**src/rtl/control_unit_pkg.sv**
```systemverilog
// Shared types and encodings for the multicycle RV64 control unit.
// The ALU function codes here must match the datapath ALU decoder.
package control_pkg;

   typedef enum logic [3:0] {
      S_FETCH      = 4'd0,
      S_FETCH_WAIT = 4'd1,
      S_DECODE     = 4'd2,
      S_MEM_ADDR   = 4'd3,
      S_MEM_READ   = 4'd4,
      S_MEM_WAIT   = 4'd5,
      S_MEM_WB     = 4'd6,
      S_MEM_WRITE  = 4'd7,
      S_EXEC_R     = 4'd8,
      S_EXEC_I     = 4'd9,
      S_ALU_WB     = 4'd10,
      S_BRANCH     = 4'd11,
      S_PC_INC     = 4'd12,
      S_HALT       = 4'd13
   } state_t;

   localparam logic [6:0] OPC_R      = 7'b0110011;
   localparam logic [6:0] OPC_IMM    = 7'b0010011;
   localparam logic [6:0] OPC_LUI    = 7'b0110111;
   localparam logic [6:0] OPC_LOAD   = 7'b0000011;
   localparam logic [6:0] OPC_STORE  = 7'b0100011;
   localparam logic [6:0] OPC_BRANCH = 7'b1100011;
   localparam logic [6:0] OPC_SYSTEM = 7'b1110011;

   localparam logic [3:0] ALU_AND   = 4'b0000;
   localparam logic [3:0] ALU_OR    = 4'b0001;
   localparam logic [3:0] ALU_ADD   = 4'b0010;
   localparam logic [3:0] ALU_XOR   = 4'b0011;
   localparam logic [3:0] ALU_SUB   = 4'b0110;
   localparam logic [3:0] ALU_SLT   = 4'b0111;
   localparam logic [3:0] ALU_PASSB = 4'b1000;

   localparam logic [1:0] SRCB_REG  = 2'd0;
   localparam logic [1:0] SRCB_FOUR = 2'd1;
   localparam logic [1:0] SRCB_IMM  = 2'd2;
   localparam logic [1:0] SRCB_IMM2 = 2'd3;

   localparam logic [1:0] SPLICE_LD  = 2'b00;
   localparam logic [1:0] SPLICE_LW  = 2'b01;
   localparam logic [1:0] SPLICE_LH  = 2'b10;
   localparam logic [1:0] SPLICE_LBU = 2'b11;

   typedef enum logic [1:0] {
      CLS_R     = 2'd0,
      CLS_IMM   = 2'd1,
      CLS_LUI   = 2'd2,
      CLS_OTHER = 2'd3
   } op_class_t;

   typedef struct packed {
      logic       pc_write;
      logic       pc_write_cond;
      logic       pc_source;
      logic       alu_src_a;
      logic [1:0] alu_src_b;
      logic [3:0] alu_op;
      logic       load_a_out;
      logic       reg_write;
      logic       load_reg_a;
      logic       load_reg_b;
      logic       mem_to_reg;
      logic       dmem_op;
      logic       load_mdr;
      logic       imem_read;
      logic       ir_write;
      logic [1:0] load_splice;
      logic       halted;
   } ctrl_t;

   function automatic logic load_f3_legal(input logic [2:0] f3);
      return (f3 == 3'b011) || (f3 == 3'b010) || (f3 == 3'b001) || (f3 == 3'b100);
   endfunction

   function automatic logic [1:0] splice_of(input logic [2:0] f3);
      logic [1:0] s;
      s = SPLICE_LD;
      case (f3)
         3'b010:  s = SPLICE_LW;
         3'b001:  s = SPLICE_LH;
         3'b100:  s = SPLICE_LBU;
         default: s = SPLICE_LD;
      endcase
      return s;
   endfunction

endpackage

```
**src/rtl/control_unit_alu_control.sv**
```systemverilog
// Maps opcode class and funct fields to an ALU function code.
// Flags encodings outside the supported subset as illegal.
module alu_control
   import control_pkg::*;
(
   input  op_class_t  op_class,
   input  logic [2:0] funct3,
   input  logic       funct7_5,
   output logic [3:0] alu_op,
   output logic       illegal
);

   always_comb begin
      alu_op  = ALU_ADD;
      illegal = 1'b0;
      case (op_class)
         CLS_R: begin
            case (funct3)
               3'b000:  alu_op = funct7_5 ? ALU_SUB : ALU_ADD;
               3'b111:  begin alu_op = ALU_AND; illegal = funct7_5; end
               3'b110:  begin alu_op = ALU_OR;  illegal = funct7_5; end
               3'b100:  begin alu_op = ALU_XOR; illegal = funct7_5; end
               3'b010:  begin alu_op = ALU_SLT; illegal = funct7_5; end
               default: illegal = 1'b1;
            endcase
         end
         // For op-imm the funct7 position is immediate data, so it is ignored.
         CLS_IMM: begin
            case (funct3)
               3'b000:  alu_op = ALU_ADD;
               3'b111:  alu_op = ALU_AND;
               3'b110:  alu_op = ALU_OR;
               3'b100:  alu_op = ALU_XOR;
               default: illegal = 1'b1;
            endcase
         end
         CLS_LUI: alu_op = ALU_PASSB;
         default: illegal = 1'b1;
      endcase
   end

endmodule

```
**src/rtl/control_unit.sv**
```systemverilog
// Multicycle Moore control FSM for the RV64 datapath: sequences fetch,
// decode, execute, memory and write-back, and drives every datapath flag.
module control_unit
   import control_pkg::*;
#(
   parameter int unsigned HALT_ON_ILLEGAL = 1,
   parameter int unsigned ALU_OP_W        = 4
) (
   input  logic                clk,
   input  logic                reset,
   input  logic [31:0]         instruction,
   input  logic                alu_zero,
   output logic                PCWrite,
   output logic                PCWriteCond,
   output logic                PCSource,
   output logic                ALUSrcA,
   output logic [1:0]          ALUSrcB,
   output logic [ALU_OP_W-1:0] ALUOp,
   output logic                LoadAOut,
   output logic                RegWrite,
   output logic                LoadRegA,
   output logic                LoadRegB,
   output logic                MemToReg,
   output logic                DMemOp,
   output logic                LoadMDR,
   output logic                IMemRead,
   output logic                IRWrite,
   output logic [1:0]          LoadSplice,
   output logic                halted,
   output logic [3:0]          state_out
);

   localparam state_t ILLEGAL_NEXT = (HALT_ON_ILLEGAL != 0) ? S_HALT : S_PC_INC;

   state_t     state_q, state_d;
   ctrl_t      ctrl, ctrl_o;
   op_class_t  op_class;
   logic [3:0] dec_alu_op;
   logic       dec_illegal;

   logic [6:0] opcode;
   logic [2:0] funct3;
   logic       unused_instr_bits;

   assign opcode            = instruction[6:0];
   assign funct3            = instruction[14:12];
   assign unused_instr_bits = ^{instruction[31], instruction[29:15], instruction[11:7]};

   always_comb begin
      case (opcode)
         OPC_R:   op_class = CLS_R;
         OPC_IMM: op_class = CLS_IMM;
         OPC_LUI: op_class = CLS_LUI;
         default: op_class = CLS_OTHER;
      endcase
   end

   alu_control u_alu_control (
      .op_class (op_class),
      .funct3   (funct3),
      .funct7_5 (instruction[30]),
      .alu_op   (dec_alu_op),
      .illegal  (dec_illegal)
   );

   always_ff @(posedge clk or negedge reset) begin
      if (!reset) state_q <= S_FETCH;
      else        state_q <= state_d;
   end

   always_comb begin
      ctrl    = '0;
      state_d = state_q;
      case (state_q)
         S_FETCH: begin
            ctrl.imem_read = 1'b1;
            state_d        = S_FETCH_WAIT;
         end
         S_FETCH_WAIT: begin
            ctrl.ir_write = 1'b1;
            state_d       = S_DECODE;
         end
         // ALUOut captures PC + imm*2 here so a taken branch can use it.
         S_DECODE: begin
            ctrl.load_reg_a = 1'b1;
            ctrl.load_reg_b = 1'b1;
            ctrl.alu_src_b  = SRCB_IMM2;
            ctrl.alu_op     = ALU_ADD;
            ctrl.load_a_out = 1'b1;
            case (opcode)
               OPC_R:            state_d = dec_illegal ? ILLEGAL_NEXT : S_EXEC_R;
               OPC_IMM, OPC_LUI: state_d = dec_illegal ? ILLEGAL_NEXT : S_EXEC_I;
               OPC_LOAD:         state_d = load_f3_legal(funct3) ? S_MEM_ADDR : ILLEGAL_NEXT;
               OPC_STORE:        state_d = (funct3 == 3'b011) ? S_MEM_ADDR : ILLEGAL_NEXT;
               OPC_BRANCH:       state_d = (funct3[2:1] == 2'b00) ? S_BRANCH : ILLEGAL_NEXT;
               OPC_SYSTEM:       state_d = S_HALT;
               default:          state_d = ILLEGAL_NEXT;
            endcase
         end
         S_MEM_ADDR: begin
            ctrl.alu_src_a  = 1'b1;
            ctrl.alu_src_b  = SRCB_IMM;
            ctrl.alu_op     = ALU_ADD;
            ctrl.load_a_out = 1'b1;
            state_d         = (opcode == OPC_LOAD) ? S_MEM_READ : S_MEM_WRITE;
         end
         S_MEM_READ: state_d = S_MEM_WAIT;
         S_MEM_WAIT: begin
            ctrl.load_mdr = 1'b1;
            state_d       = S_MEM_WB;
         end
         S_MEM_WB: begin
            ctrl.mem_to_reg  = 1'b1;
            ctrl.reg_write   = 1'b1;
            ctrl.load_splice = splice_of(funct3);
            state_d          = S_PC_INC;
         end
         S_MEM_WRITE: begin
            ctrl.dmem_op = 1'b1;
            state_d      = S_PC_INC;
         end
         S_EXEC_R: begin
            ctrl.alu_src_a  = 1'b1;
            ctrl.alu_src_b  = SRCB_REG;
            ctrl.alu_op     = dec_alu_op;
            ctrl.load_a_out = 1'b1;
            state_d         = S_ALU_WB;
         end
         S_EXEC_I: begin
            ctrl.alu_src_a  = 1'b1;
            ctrl.alu_src_b  = SRCB_IMM;
            ctrl.alu_op     = dec_alu_op;
            ctrl.load_a_out = 1'b1;
            state_d         = S_ALU_WB;
         end
         S_ALU_WB: begin
            ctrl.reg_write = 1'b1;
            state_d        = S_PC_INC;
         end
         // beq lets the datapath gate on zero; bne needs the inverted flag here.
         S_BRANCH: begin
            ctrl.alu_src_a = 1'b1;
            ctrl.alu_src_b = SRCB_REG;
            ctrl.alu_op    = ALU_SUB;
            ctrl.pc_source = 1'b1;
            if (funct3 == 3'b000) begin
               ctrl.pc_write_cond = 1'b1;
               state_d            = alu_zero ? S_FETCH : S_PC_INC;
            end else begin
               ctrl.pc_write = !alu_zero;
               state_d       = alu_zero ? S_PC_INC : S_FETCH;
            end
         end
         S_PC_INC: begin
            ctrl.alu_src_b = SRCB_FOUR;
            ctrl.alu_op    = ALU_ADD;
            ctrl.pc_write  = 1'b1;
            state_d        = S_FETCH;
         end
         S_HALT: ctrl.halted = 1'b1;
         default: state_d = S_FETCH;
      endcase
   end

   // While reset is held every flag is forced low so nothing is written.
   assign ctrl_o = reset ? ctrl : '0;

   assign PCWrite     = ctrl_o.pc_write;
   assign PCWriteCond = ctrl_o.pc_write_cond;
   assign PCSource    = ctrl_o.pc_source;
   assign ALUSrcA     = ctrl_o.alu_src_a;
   assign ALUSrcB     = ctrl_o.alu_src_b;
   assign ALUOp       = ALU_OP_W'(ctrl_o.alu_op);
   assign LoadAOut    = ctrl_o.load_a_out;
   assign RegWrite    = ctrl_o.reg_write;
   assign LoadRegA    = ctrl_o.load_reg_a;
   assign LoadRegB    = ctrl_o.load_reg_b;
   assign MemToReg    = ctrl_o.mem_to_reg;
   assign DMemOp      = ctrl_o.dmem_op;
   assign LoadMDR     = ctrl_o.load_mdr;
   assign IMemRead    = ctrl_o.imem_read;
   assign IRWrite     = ctrl_o.ir_write;
   assign LoadSplice  = ctrl_o.load_splice;
   assign halted      = ctrl_o.halted;
   assign state_out   = state_q;

endmodule

```
**config.mk**
```make
export PLATFORM = sky130hd
export DESIGN_NAME = control_unit
export DESIGN_NICKNAME = d
export VERILOG_FILES = /design/src/rtl/control_unit_pkg.sv /design/src/rtl/control_unit_alu_control.sv /design/src/rtl/control_unit.sv
export SDC_FILE = /design/constraint.sdc
export NUM_CORES = 1
export LEC_CHECK = 0
export CAP_MARGIN = 20
export CORE_UTILIZATION = 34
export CTS_CLUSTER_DIAMETER = 100
export CTS_CLUSTER_SIZE = 25
export DETAILED_ROUTE_END_ITERATION = 7
export GPL_TIMING_DRIVEN = 1
export PLACE_DENSITY = 0.81
export REMOVE_ABC_BUFFERS = 1
export SLEW_MARGIN = 15
export SYNTH_ARGS = -nofsm -noshare
export SYNTH_HDL_FRONTEND = slang
export SYNTH_SLANG_ARGS = --single-unit
```
**constraint.sdc**
```tcl
create_clock -name clk -period 2.6 [get_ports clk]
set_clock_uncertainty 0.15 [all_clocks]
set_input_delay 0.65 -clock clk [delete_from_list [all_inputs] [get_ports clk]]
set_output_delay 0.65 -clock clk [all_outputs]
set_load 0.05 [all_outputs]
```
==> results_dict.tcl <==
set metrics [dict create \
    crit_chain "buf_6 -> or3_4 -> ha_4 -> nand4_1 -> o31ai_1 -> and3_1 -> buf_6" \
    reg2reg_depth 5 \
    die_y_um 50.5 \
    synth_ff_type "dfrtp_1" \
    ff2ff_setup_slack_ns 0.70 \
    die_area_um2 2550 \
    cp_slowest_cell "or3_4" \
    antenna_found_initial 0 \
    grt_use_total_pct 24.3 \
    clk_pin_slew_ns 0.04 \
    mappedNetlistArea_um2 801 \
    core_area_um2 2210 \
    place_congestion 0.930 \
    grt_pass1_vias 1155 \
    hold_viol 0 \
    grt_max_degree 19 \
    yosysWarnings 0 \
    yosysMostFrequentCell "nor2_1" \
    largest_reg_flops 4 \
    post_drt_wl_per_cell_um 16.2 \
    antenna_left 0 \
    drc 0 \
    max-vdd-ir-drop_uv 561 \
    ys_top_cells_by_area "dfrtp_1, nor2_1, nor3_1, nand2_1, a21oi_1" \
    setup_viol 0 \
    critPathMaxStageDelay_ns 0.41 \
    fin_util_pct 78.8 \
    cts_tree "built" \
    die_x_um 50.5 \
    start_util_pct 36.2 \
    wirelength_um 3480 \
    maxSlewViolCount 0 \
    placed_area_um2 1570 \
    reg2reg_from "state_out[3]$_DFFE_PN0P_" \
    power_mw 1.39 \
    clk_path_buf_depth 2 \
    dr.first_iter.drc_count 43 \
    grt_pass1_wl_um 4840 \
    grt-ovfl-total 0 \
    cts_root_buffer "clkbuf_4" \
    avgSynthCellArea_um2 6.67 \
    hold_slack_ns 0.292 \
    cts_sinks 4 \
    rsz0062_at_grt "yes" \
    ys_top_cells_by_count "nor2_1, nand2_1, nor3_1, a21oi_1, o21ai_0" \
    via_per_inst 5.80 \
    clk_latency_ns 0.23 \
    vias 1247 \
    n_antenna_cell 0 \
    cellPowerDensity_nw_per_um2 797 \
    place.port_buffers 39 \
    relSlewSlack_pct 64.8 \
    stdcell_area_um2 1740 \
    cap_violations 0 \
    p_leak_nw 0.742 \
    worstSetupStartpointType "input pin" \
    area_delta_synth_final_pct 118 \
    synth-seq-cells 4 \
    regToRegEndpoint "state_out[2]$_DFFE_PN0P_" \
    num_io_pins 61 \
    min_path_type "in2async" \
    dr.pass1.iters 5 \
    fin_crit_sh_pct 99.2 \
    async_flop_share_pct 100 \
    worst_pin_slew_ns 0.526 \
    htreeDepth 1 \
    finalCriticalPeriod_ns 2.58 \
    path_class "in2out" \
    status "finished, final reports clean" \
    crit_arrival_ns 1.78 \
    worstPathMaxFanout 2 \
    finalSetupTns_ns 0 \
    fp-row-count 17 \
    worstSetupEndpointType "primary output" \
    fmax_ghz 0.388 \
    cp_common_cell "buf_6" \
    cts_inserted_buffers 3 \
    ys_types 44 \
    synth_edf_count 0 \
    drive_gt1_share_pct 47.1 \
    dp_hpwl_um 2250 \
    netlist_instances 120 \
    crit_required_ns 1.80 \
    yosys.area.top_type "dfrtp_1" \
    fin_nets 225 \
    synth_top_cell_area_share_pct 12.5 \
    seq_area_frac_synth_pct 12.5 \
]
-- timing repair --
| item | in CTS | in global routing |
|---|---|---|
| setup buffers | 4 | 4 |
| pin swaps | 11 | 6 |
| hold buffers | 0 | 0 |
| cloned | 0 | 0 |
| gates resized for setup | 38 | 15 |
| endpoints found under the setup margin | 17 | 4 |
-- worst max-delay path, delay by kind of cell --
kind,cells,cell delay [ns]
AOI/OAI and AO/OA,1,0.06
buffers and inverters,2,0.24
and+or+nand+nor,3,0.65
adders and majority gates,1,0.17
-- area by class of cell --
class / count / area (um2)
Fill cell: 140 / 468
Timing Repair Buffer: 75 / 852
Tap cell: 28 / 35.0
Multi-Input combinational cell: 100 / 714
Inverter: 5 / 18.8
Sequential cell: 4 / 101
Clock buffer: 3 / 22.5
-- layout by cell type, fill, tap and decap left out, types with 2 or more instances in the layout --
cell type,n
o22ai_1,2
nor2b_1,2
nand2b_1,4
and3b_1,2
dfrtp_1,3
clkbuf_4,3
xnor2_1,3
buf_2,3
nand2_1,9
a211o_1,2
nor3_1,7
o21ai_0,5
o31ai_1,2
inv_1,4
o21ai_1,2
dlygate4sd2_1,3
buf_6,4
nor2_1,16
clkdlybuf4s50_1,2
or3_4,2
nand3_1,3
a21oi_1,6
buf_4,39
buf_12,21
nand3b_1,3
clkdlybuf4s15_1,2
a221oi_2,2
-- cell families (layout without fill, tap and decap cells) --
family / count (synthesis) / count (layout) / share of synthesized area [%]
compound gates: 31 / 31 / 28.1
flops: 4 / 4 / 12.5
mux: 1 / 1 / 1.25
fa+ha+maj: 1 / 1 / 1.56
simple gates: 64 / 64 / 42.8
buf+inv: 16 / 83 / 10.5
xor+xnor: 3 / 3 / 3.28
-- where the power goes --
group	internal, mW	switching, mW	total (mW)
logic	0.473	0.662	1.14
clock network	0.0514	0.0227	0.0741
registers	0.0968	0.0842	0.181
-- metrics by stage --
step,std cells,worst slack [ns]
floorplan,109,-1.01
global placement,204,-0.389
detailed placement,204,-0.428
CTS,211,-0.0185
global route,215,-0.0178
finish,215,0.0196
-- layer usage --
| layer | global-route usage, % | up-vias | share of wire, % | routed length [um] |
|---|---|---|---|---|
| met1 | 24.0 | 585 | 36 | 1240 |
| li1 | - | 573 | - | - |
| met2 | 49.1 | 75 | 56 | 1960 |
| met3 | 2.73 | 14 | 5.1 | 176 |
| met5 | 0 | - | 0 | 0 |
| met4 | 11.1 | 0 | 2.8 | 98 |
-- worst max-delay path by stage --
stage / from / endpoint / slack [ns] / depth (start not counted)
5_1_grt: instruction[3] / ALUOp[2] / -0.02 / 7
6_report: instruction[14] / PCWrite / 0.02 / 7
3_5_place_dp: instruction[13] / PCWrite / -0.43 / 7
4_1_cts: instruction[3] / ALUOp[0] / -0.02 / 7
3_3_place_gp: instruction[13] / PCWrite / -0.39 / 7
2_1_floorplan: state_out[3]$_DFFE_PN0P_ / ALUOp[0] / -1.01 / 4
(Power assumes the default switching activity.)
==> variant (same settings) <==
`ALU_OP_W`: 4 -> 6.
--- a/src/rtl/control_unit.sv
+++ b/src/rtl/control_unit.sv
@@ -6,3 +6,3 @@
    parameter int unsigned HALT_ON_ILLEGAL = 1,
-   parameter int unsigned ALU_OP_W        = 4
+   parameter int unsigned ALU_OP_W        = 6
 ) (
Interface: changed (resized ALUOp); port bits go from 61 to 63. No check against the original RTL was run, so the function may have changed too.
==> variant against the unedited design <==
Utilization shrank 2.0 points; via count shrank 3.4%; clock power increased by 8.2%; design area fell by 1.6%; die area rose by 2.2%; total power increased by 0.52%; synthesized area is 2.3% higher; sequential cell count stayed put; cell count down 0.47%; count of clock-buffer cells in the layout stayed put; register-to-register slack got worse by 0.14 ns; wire length decreased by 9.9%; setup slack got worse by 0.0052 ns.
==> variant: results (changes against the unedited design) <==
INFO  metric clk_pin_slew = 0.04 ns (about the same)
INFO  metric post_synth_mux_area_share = 1.22% (-0.029 points)
INFO  metric avgRoutedWirePerCell = 14.7 µm (-9.5%)
INFO  metric timing_worst_slew_pin_value = 0.506 ns (-0.0203 ns)
INFO  metric crit-reg2reg-launch = state_out[0]$_DFFE_PN0P_
INFO  metric vias_per_cell = 5.63 (-3.0%)
INFO  metric outcome = finished clean
INFO  metric crit_slowest_cell = or3_4
INFO  metric layout_min_cycle_time = 2.59 ns (+0.00516 ns)
INFO  metric fill_cell_instance_count_of_the_final_layout = 152 (+8.6%)
INFO  metric grt_first_pass_wirelength = 5370 µm (+11%)
INFO  metric place_area = 1590 µm² (+1.4%)
INFO  metric grt_pass1_vias = 1167 (+1.0%)
INFO  metric maximum_resistive_drop_on_vdd = 0.524 mV (-6.6%)
INFO  metric port_buffers = 39 (unchanged)
INFO  metric cts_buffers = 3 (unchanged)
INFO  metric synth_compound_area_share = 27.5% (-0.64 points)
INFO  metric netlist_top_cells_area = dfrtp_1 (12%), nor2_1 (8.2%), nor3_1 (4.9%)
INFO  metric clock_path_buffers = 2 (unchanged)
INFO  metric synth-xor-area-share = 3.21% (-0.075 points)
INFO  metric gp_routability_congestion = 0.929 (about the same)
INFO  metric worstReg2RegEnd = state_out[2]$_DFFE_PN0P_
INFO  metric synthAdderAreaFrac = 1.53% (-0.036 points)
INFO  metric first_pass_iters = 4 (-1)
INFO  metric ff2ff_setup_slack = 0.56 ns (-0.14 ns)
INFO  metric hpwl = 2350 µm (+4.9%)
INFO  metric detailedPlace.worstSlack = -0.391 ns (+0.0374 ns)
INFO  metric yosys-top-cells-count = nor2_1 (18), nand2_1 (10), nor3_1 (8)
INFO  metric groute.usage.overall = 26.4% (+2.1 points)
INFO  metric largest_register_ffs = 4 (unchanged)
INFO  metric detail_route.iter0.violations = 50 (+16%)
INFO  metric layout-drive-gt1-share = 45.7% (-1.4 points)
INFO  metric synth_cell_types = 45 (+2.3%)
INFO  metric p_leak = 0.731 nW (-1.4%)
INFO  metric setup.worst_path.end = PCWrite
INFO  metric synth_cells = 123 (+2.5%)
INFO  metric drt_wl_total = 3140 µm (-9.9%)
INFO  metric placed_cells_incl_taps = 208 (+2.0%)
INFO  metric final.hold.worst_slack = 0.305 ns (+0.0138 ns)
INFO  metric timing.critical_path.from = instruction[13]
INFO  metric yosysSeqAreaShare = 12.2% (-0.29 points)
INFO  metric cts-htree-levels = 1 (unchanged)
INFO  metric critical-path-max-stage-delay = 0.40 ns
INFO  metric grt_max_degree = 15 (-4)
INFO  metric cts_root_buf = clkbuf_4
INFO  metric layout.nets = 224 (-0.44%)
INFO  metric synthArstFlopShare = 100% (unchanged)
INFO  metric antenna_violations_before_repair = 0 (unchanged)
INFO  metric clock_latency = 0.24 ns
-- variant: cell types whose count changed after synthesis, sizes merged --
| cell | before | now |
|---|---|---|
| conb | 0 | 1 |
| buf | 6 | 8 |
-- variant: metal layers --
layer	part of all wire, %	GRT usage, %	up-vias
li1	-	-	563
met1	34	28.2	553
met2	56	51.8	69
met3	7.2	2.98	19
met4	2.4	9.72	0
met5	0	0	-
-- variant: final cells by class --
class / instances / area, µm² / share of cell area, %
clock buffers: 3 / 22.5 / 1.31
inverters: 5 / 18.8 / 1.09
multi-input cells: 102 / 708 / 41.3
flip-flops and latches: 4 / 101 / 5.91
well taps: 28 / 35.0 / 2.04
repair buffers: 72 / 830 / 48.4
-- variant: timing repair --
item	CTS	global route
buffers inserted	3	0
endpoints found under the setup margin	17	11
resized for setup	36	14
pin swaps	12	8
hold endpoints to repair	0	0
-- variant: report_power, final --
part | switching (mW) | internal [mW]
Combinational | 0.668 | 0.481
Clock | 0.0284 | 0.0518
Sequential | 0.0710 | 0.0970
